===== config.mk =====
export PLATFORM = sky130hd
export DESIGN_NAME = alu_operand_stage
export DESIGN_NICKNAME = d
export VERILOG_FILES = /design/src/rtl/alu_operand_stage.sv
export SDC_FILE = /design/constraint.sdc
export NUM_CORES = 1
export LEC_CHECK = 0
export CORE_UTILIZATION = 55
export DETAILED_ROUTE_END_ITERATION = 16
export GPL_TIMING_DRIVEN = 0
export PLACE_DENSITY = 0.83
export SYNTH_ARGS = -nofsm -noshare
export SYNTH_HDL_FRONTEND = slang
export SYNTH_SLANG_ARGS = --single-unit

===== constraint.sdc =====
create_clock -name clk -period 5.2 [get_ports clk]
set_input_delay 0.52 -clock clk [delete_from_list [all_inputs] [get_ports clk]]
set_output_delay 0.52 -clock clk [all_outputs]
set_load 0.005 [all_outputs]

===== src/rtl/alu_operand_stage.sv =====
// alu_operand_stage: operand select + write-back forwarding into a 2-entry skid buffer feeding the ALU.
module alu_operand_stage #(
  parameter int WORD_SIZE = 16
) (
  input  logic                 clk,
  input  logic                 reset_n,
  input  logic                 in_valid,
  output logic                 in_ready,
  input  logic [1:0]           in_rs1_idx,
  input  logic [1:0]           in_rs2_idx,
  input  logic [WORD_SIZE-1:0] in_rs1_data,
  input  logic [WORD_SIZE-1:0] in_rs2_data,
  input  logic [7:0]           in_imm,
  input  logic [1:0]           in_imm_mode,
  input  logic [3:0]           in_op,
  input  logic [1:0]           in_dest,
  input  logic                 flush,
  input  logic                 wb_en,
  input  logic [1:0]           wb_dest,
  input  logic [WORD_SIZE-1:0] wb_data,
  output logic                 out_valid,
  input  logic                 out_ready,
  output logic [WORD_SIZE-1:0] out_a,
  output logic [WORD_SIZE-1:0] out_b,
  output logic [3:0]           out_op,
  output logic [1:0]           out_dest
);
  typedef struct packed {
    logic [WORD_SIZE-1:0] a;
    logic [WORD_SIZE-1:0] b;
    logic [3:0]           op;
    logic [1:0]           dest;
    logic [1:0]           rs1;
    logic [1:0]           rs2;
    logic [1:0]           mode;
  } entry_t;
  entry_t r_m, r_s, w_in, w_m_hold, w_s_hold;
  logic r_m_valid, r_s_valid;
  logic w_acc, w_xfer;
  assign in_ready  = !r_s_valid;
  assign w_acc     = in_valid && in_ready;
  assign w_xfer    = r_m_valid && out_ready;
  assign out_valid = r_m_valid;
  assign out_a     = r_m.a;
  assign out_b     = r_m.b;
  assign out_op    = r_m.op;
  assign out_dest  = r_m.dest;
  always_comb begin
    w_in.a    = (wb_en && wb_dest == in_rs1_idx) ? wb_data : in_rs1_data;
    w_in.b    = in_imm_mode == 2'd0 ? ((wb_en && wb_dest == in_rs2_idx) ? wb_data : in_rs2_data) :
                in_imm_mode == 2'd1 ? {{(WORD_SIZE-8){in_imm[7]}}, in_imm} :
                in_imm_mode == 2'd2 ? WORD_SIZE'(in_imm) : WORD_SIZE'({in_imm, 8'h00});
    w_in.op   = in_op;
    w_in.dest = in_dest;
    w_in.rs1  = in_rs1_idx;
    w_in.rs2  = in_rs2_idx;
    w_in.mode = in_imm_mode;
    // Held entries keep tracking write-backs; immediates are never overwritten.
    w_m_hold   = r_m;
    w_m_hold.a = (wb_en && wb_dest == r_m.rs1) ? wb_data : r_m.a;
    w_m_hold.b = (wb_en && r_m.mode == 2'd0 && wb_dest == r_m.rs2) ? wb_data : r_m.b;
    w_s_hold   = r_s;
    w_s_hold.a = (wb_en && wb_dest == r_s.rs1) ? wb_data : r_s.a;
    w_s_hold.b = (wb_en && r_s.mode == 2'd0 && wb_dest == r_s.rs2) ? wb_data : r_s.b;
  end
  always_ff @(posedge clk) begin
    if (!reset_n) begin
      r_m_valid <= 1'b0;
      r_s_valid <= 1'b0;
      r_m       <= '0;
    end else if (flush) begin
      r_m_valid <= 1'b0;
      r_s_valid <= 1'b0;
    end else if (!r_m_valid || w_xfer) begin
      r_m_valid <= r_s_valid || w_acc;
      r_s_valid <= 1'b0;
      if (r_s_valid) r_m <= w_s_hold;
      else if (w_acc) r_m <= w_in;
    end else begin
      r_m <= w_m_hold;
      r_s_valid <= r_s_valid || w_acc;
      r_s <= w_acc ? w_in : w_s_hold;
    end
  end
endmodule


==> flow_summary.ini, run 1 <==
[run_status]
status = complete, no violations

[place]
portBuffers = 112
gp_congestion = 0.9966
dp_hpwl_um = 12840

[grt]
antenna_found_initial = 0
grt_remaining_overflow = 0
grt_pass1_vias = 5572
grt.total_usage_pct = 32.82
grt_pass1_wl_um = 28410
grt_max_degree = 33

[cts]
tritoncts = done
cts.sink_count = 90
clock-root-buffer = clkbuf_8
cts_resized = 0
cts_hold_buf = 0
post_cts_buffers = 0
cts_made_buffers = 9
insertion_delay_ns = 0.38
path_clk_slew_ns = 0.09
htree_levels = 3
clk_path_buf_depth = 2

[route]
post_drt_wl_per_cell_um = 20.21
drt.antenna.violating_nets = 0
vias_per_cell = 6.319
drt_first_pass_iters = 7
drcViolationCount = 0
drt_iter0_markers = 346
drt-total-wl_um = 17890
vias = 5592

[sta]
drv_slew = 0
post-route-period-util_pct = 60.81
hold_viol = 0
rsz0062_at_grt = no
max_freq_mhz = 316.2
period_needed_ns = 3.162
worst_slew_pin_slew_ns = 1.130
slew_headroom_pct = 24.42
whs_ns = 0.4866
fin_skew_ns = 0.01008
setup_tns_ns = 0
setup_viol = 0

[yosys]
syn_inst = 620
synth_fa_ha_area_share_pct = 0
synth_top_family_by_area = compound AO/OA/AOI/OAI gates
synth-compound-area-share_pct = 23.87
netlist_area_um2 = 5912
ys_seq_elements = 90
async_flop_share_pct = 0
synthSimpleGateAreaFrac_pct = 12.38
synth_xor_area_share_pct = 2.476
synth-edff-count = 44
synthFlopType = dfxtp_1
syn_area_per_cell_um2 = 9.535
syn_nets = 696
yosys_warnings = 0
ys_seq_area_share_pct = 37.93
synthMuxAreaShare_pct = 13.48
synthDistinctLibCells = 45

[cells_and_area]
final_common_cell = clkdlybuf4s50_1
multi_input_comb_area_um2 = 3087
drive_above_1_share_pct = 17.76
area_delta_synth_final_pct = 26.29
fillCellCount = 815
fin_nets = 820
diodes = 0
mostFrequentLayoutCells = clkdlybuf4s50_1, nor2_1, mux2i_1
final-seq-area_um2 = 2242

[floorplanning]
die_y_um = 105.7
initial_core_util_pct = 57.01
num_rows = 37
ios = 116
dieArea_um2 = 11170
core_area_um2 = 10370
die_w_um = 105.7

[hold_path]
hp-class = register to register

[setup_path]
worstPathRequired_ns = 5.19
startpoint_type = input port
arrival_ns = 3.16
critPathKind = input port to register
setup.worst_path.end_class = register
path_max_fanout = 12

[pwr]
power_leakage_nw = 3.096
ir_worst_vdd_mv = 0.1454
power_density_nw_per_um2 = 238.1

[run]
timing.max_cap.violations = 0
## synth_stat cells, drive strengths merged (17+ instances only)
cell type  number  share of area, %
mux2i          59                10
nand2b         20               2.1
mux2           18               3.5
nand2          26               1.7
nor2           73               4.6
buf            64               7.9
o21ai          48               4.1
clkbuf         19               1.2
o221a          24               4.6
dfxtp          46                16
edfxtp         44                22
o211ai         21               2.7
a211oi         17               2.2
o22ai          21               2.2
## area by class of cell
cell class / count / area share [%]
plain buffers: 83 / 7.206
clock buffers: 10 / 1.994
clock inverters: 6 / 1.156
inverters: 12 / 0.6033
multi-input cells: 435 / 41.34
flip-flops and latches: 90 / 30.03
well taps: 136 / 2.279
repair buffers: 113 / 15.38
## report_power, final
part | total [W] | switching [W] | internal [W]
Clock | 0.000569 | 0.000269 | 0.000300
Sequential | 0.000791 | 0.0000161 | 0.000775
Combinational | 0.000418 | 0.000194 | 0.000224
Total | 0.00178 | 0.000479 | 0.00130
## state kept, by name, indices dropped and copies added (netlist names)
signal     cells
r_s           44
out_b         16
out_a         16
out_dest       2
r_s_valid      1
out_op         4
r_m            6
out_valid      1
## metrics by stage
stage	utilization, %	cells	total power (W)	worst slack, ns	area [um2]
finish	72.00	885	0.001778	2.038	7466
global placement	69.46	868	0.001206	1.552	7203
floorplan	-	620	0.001037	2.859	5912
detailed placement	69.46	868	0.001216	1.540	7203
CTS	71.73	884	0.001772	1.912	7438
global route	72.00	885	0.001837	1.915	7466
## cells by family after synthesis
family	count (synthesis)
flops	90
xor+xnor	12
buf+inv	95
compound gates	192
mux	77
simple gates	154
## path summary, 6_finish.rpt
| kind | depth (start not counted) | slack, ns | start | to |
|---|---|---|---|---|
| setup / recovery | 6 | 2.04 | out_ready | r_s[4] |
| hold / removal | 1 | 0.49 | out_b[14] | out_b[14] |
| setup reg to reg | 5 | 2.22 | out_valid | r_s[4] |
| hold reg to reg | 1 | 0.49 | out_b[14] | out_b[14] |
## per-layer routing
| layer | wire, um | part of all wire, % | vias up | track usage [%] |
|---|---|---|---|---|
| met5 | 0 | 0 | - | 0 |
| met1 | 7156 | 40 | 2658 | 42.96 |
| met3 | 1749 | 9.8 | 57 | 5.009 |
| met4 | 653 | 3.7 | 0 | 17.16 |
| met2 | 8329 | 47 | 349 | 52.33 |
| li1 | - | - | 2528 | - |
## critical path, cell delays in order
cell and delay [ns]:
clkdlybuf4s50_1 0.42, nor2b_1 0.26, buf_2 0.33, buf_1 0.51, nand3_1 0.22, nor2_1 0.89
(Power assumes the default switching activity.)
==> run 2, diff against run 1 <==
Settings changed: CORE_UTILIZATION 55 to 53, PLACE_DENSITY 0.83 to 0.81.
Clock period 5.2 ns to 3.1 ns, I/O delays scaled along.
==> run 2 against run 1 <==
Critical path depth unchanged. Sequential power up 68%. Die area up 3.7%. Routed wire length up 0.65%. Combinational power up 68%. Cell area down 0.17%. Power up 64%. Non-clock buffer count unchanged. Setup slack worse by 1.7 ns. Register-to-register slack worse by 1.9 ns. Worst hold slack better by 0.0029 ns. Count of clock-buffer cells in the layout up 2.
==> flow_summary.ini, run 2 (synthesized netlist as in run 1, its figures left out) <==
[run_status]
status = complete, no violations

[cells_and_area]
fin_nets = 820
diodes = 0
area_delta_synth_final_pct = 26.07
final-seq-area_um2 = 2242
drive_above_1_share_pct = 17.89
final_core_util_pct = 68.76
multi_input_comb_area_um2 = 3089
final_common_cell = clkdlybuf4s50_1
fillCellCount = 905
top_register = r_s
mostFrequentLayoutCells = clkdlybuf4s50_1, nor2_1, mux2i_1
largest_register_ffs = 44

[floorplanning]
num_rows = 38
initial_core_util_pct = 54.54
ios = 116
die_w_um = 107.6
core_area_um2 = 10840
die_y_um = 107.6
dieArea_um2 = 11580

[route]
drt-met1-wl_um = 7334
drt_iter0_markers = 529
post_drt_wl_per_cell_um = 20.25
vias = 5545
vias_per_cell = 6.237
wl_met3_um = 1829
routed-wl-met2_um = 8383
top_layer_used = met4
drt_first_pass_iters = 5
drt.antenna.violating_nets = 0
drcViolationCount = 0
drt-total-wl_um = 18000

[setup_path]
setup.worst_path.end_class = register
startpoint_type = register
arrival_ns = 2.85
worstPathRequired_ns = 3.19
path_max_fanout = 23
critPathKind = register to register

[grt]
grt_pass1_vias = 5514
grt_pass1_wl_um = 28220
grt_remaining_overflow = 0
grt.total_usage_pct = 31.98
grt_max_degree = 33
antenna_found_initial = 0

[sta]
slew_headroom_pct = 46.55
drv_slew = 0
hold_viol = 0
setup_viol = 0
fin_ws_ns = 0.3401
worst_slew_pin_slew_ns = 0.7981
max_freq_mhz = 362.3
whs_ns = 0.4895
fin_skew_ns = 0.01234
post-route-period-util_pct = 89.03
period_needed_ns = 2.760
rsz0062_at_grt = no

[pwr]
finalPower_w = 0.002916
power_density_nw_per_um2 = 391.2
power_leakage_nw = 3.091
ir_worst_vdd_mv = 0.2039

[place]
portBuffers = 112
gp_congestion = 0.9570
dp_hpwl_um = 12890
post-place-ws_ns = -0.3272

[cts]
path_clk_slew_ns = 0.09
cts_hold_buf = 0
clk_path_buf_depth = 2
clock-root-buffer = clkbuf_8
insertion_delay_ns = 0.38
cts.sink_count = 90
tritoncts = done
cts_made_buffers = 9
htree_levels = 3

[run]
timing.max_cap.violations = 0

[hold_path]
hp-class = register to register
[run 2: stage by stage]
stage	TNS (ns)	instances	instance area, um2
finish	0	889	7453
global route	0	889	7453
CTS	0	888	7423
detailed placement	-12.61	872	7208
global placement	-12.10	872	7208
floorplan	0	620	5912
[run 2: routing by layer]
metal | vias up | GRT usage (%)
met5 | - | 0
met4 | 0 | 14.58
met3 | 47 | 5.085
met2 | 333 | 51.74
met1 | 2632 | 41.89
li1 | 2533 | -
[run 2: layout make-up]
| cell class | count | area share, % |
|---|---|---|
| buffer | 83 | 7.218 |
| clock buffer | 12 | 2.518 |
| clock inverter | 4 | 0.3693 |
| inverter | 12 | 0.6043 |
| multi-input combinational | 435 | 41.45 |
| sequential | 90 | 30.08 |
| tap | 140 | 2.350 |
| timing repair buffer | 113 | 15.41 |
[run 2: power breakdown]
part	total, W	leakage, nW	internal (W)	switching, W
registers	0.00133	0.775	0.00130	0.0000272
logic	0.000703	2.20	0.000376	0.000327
clock network	0.000886	0.113	0.000415	0.000471
total	0.00292	3.09	0.00209	0.000825
[run 2: critical path, cell delays in order, from the launching register on]
cell and delay (ns):
dfxtp_1 0.36, nor2b_1 0.30, buf_2 0.33, buf_1 0.50
nand3_1 0.23, inv_1 0.48, buf_16 0.25
[run 2: worst paths after layout]
path	to	depth (start not counted)	slack, ns	start
worst max register to register	r_s[25]	6	0.34	out_valid
worst max-delay path	r_s[25]	6	0.34	out_valid
worst min-delay path	out_b[14]	1	0.49	out_b[14]
worst min register to register	out_b[14]	1	0.49	out_b[14]
[run 2: what timing repair did]
action	CTS	global route
buffers inserted	0	0
endpoints found under the setup margin	0	12
gates resized for setup	0	1
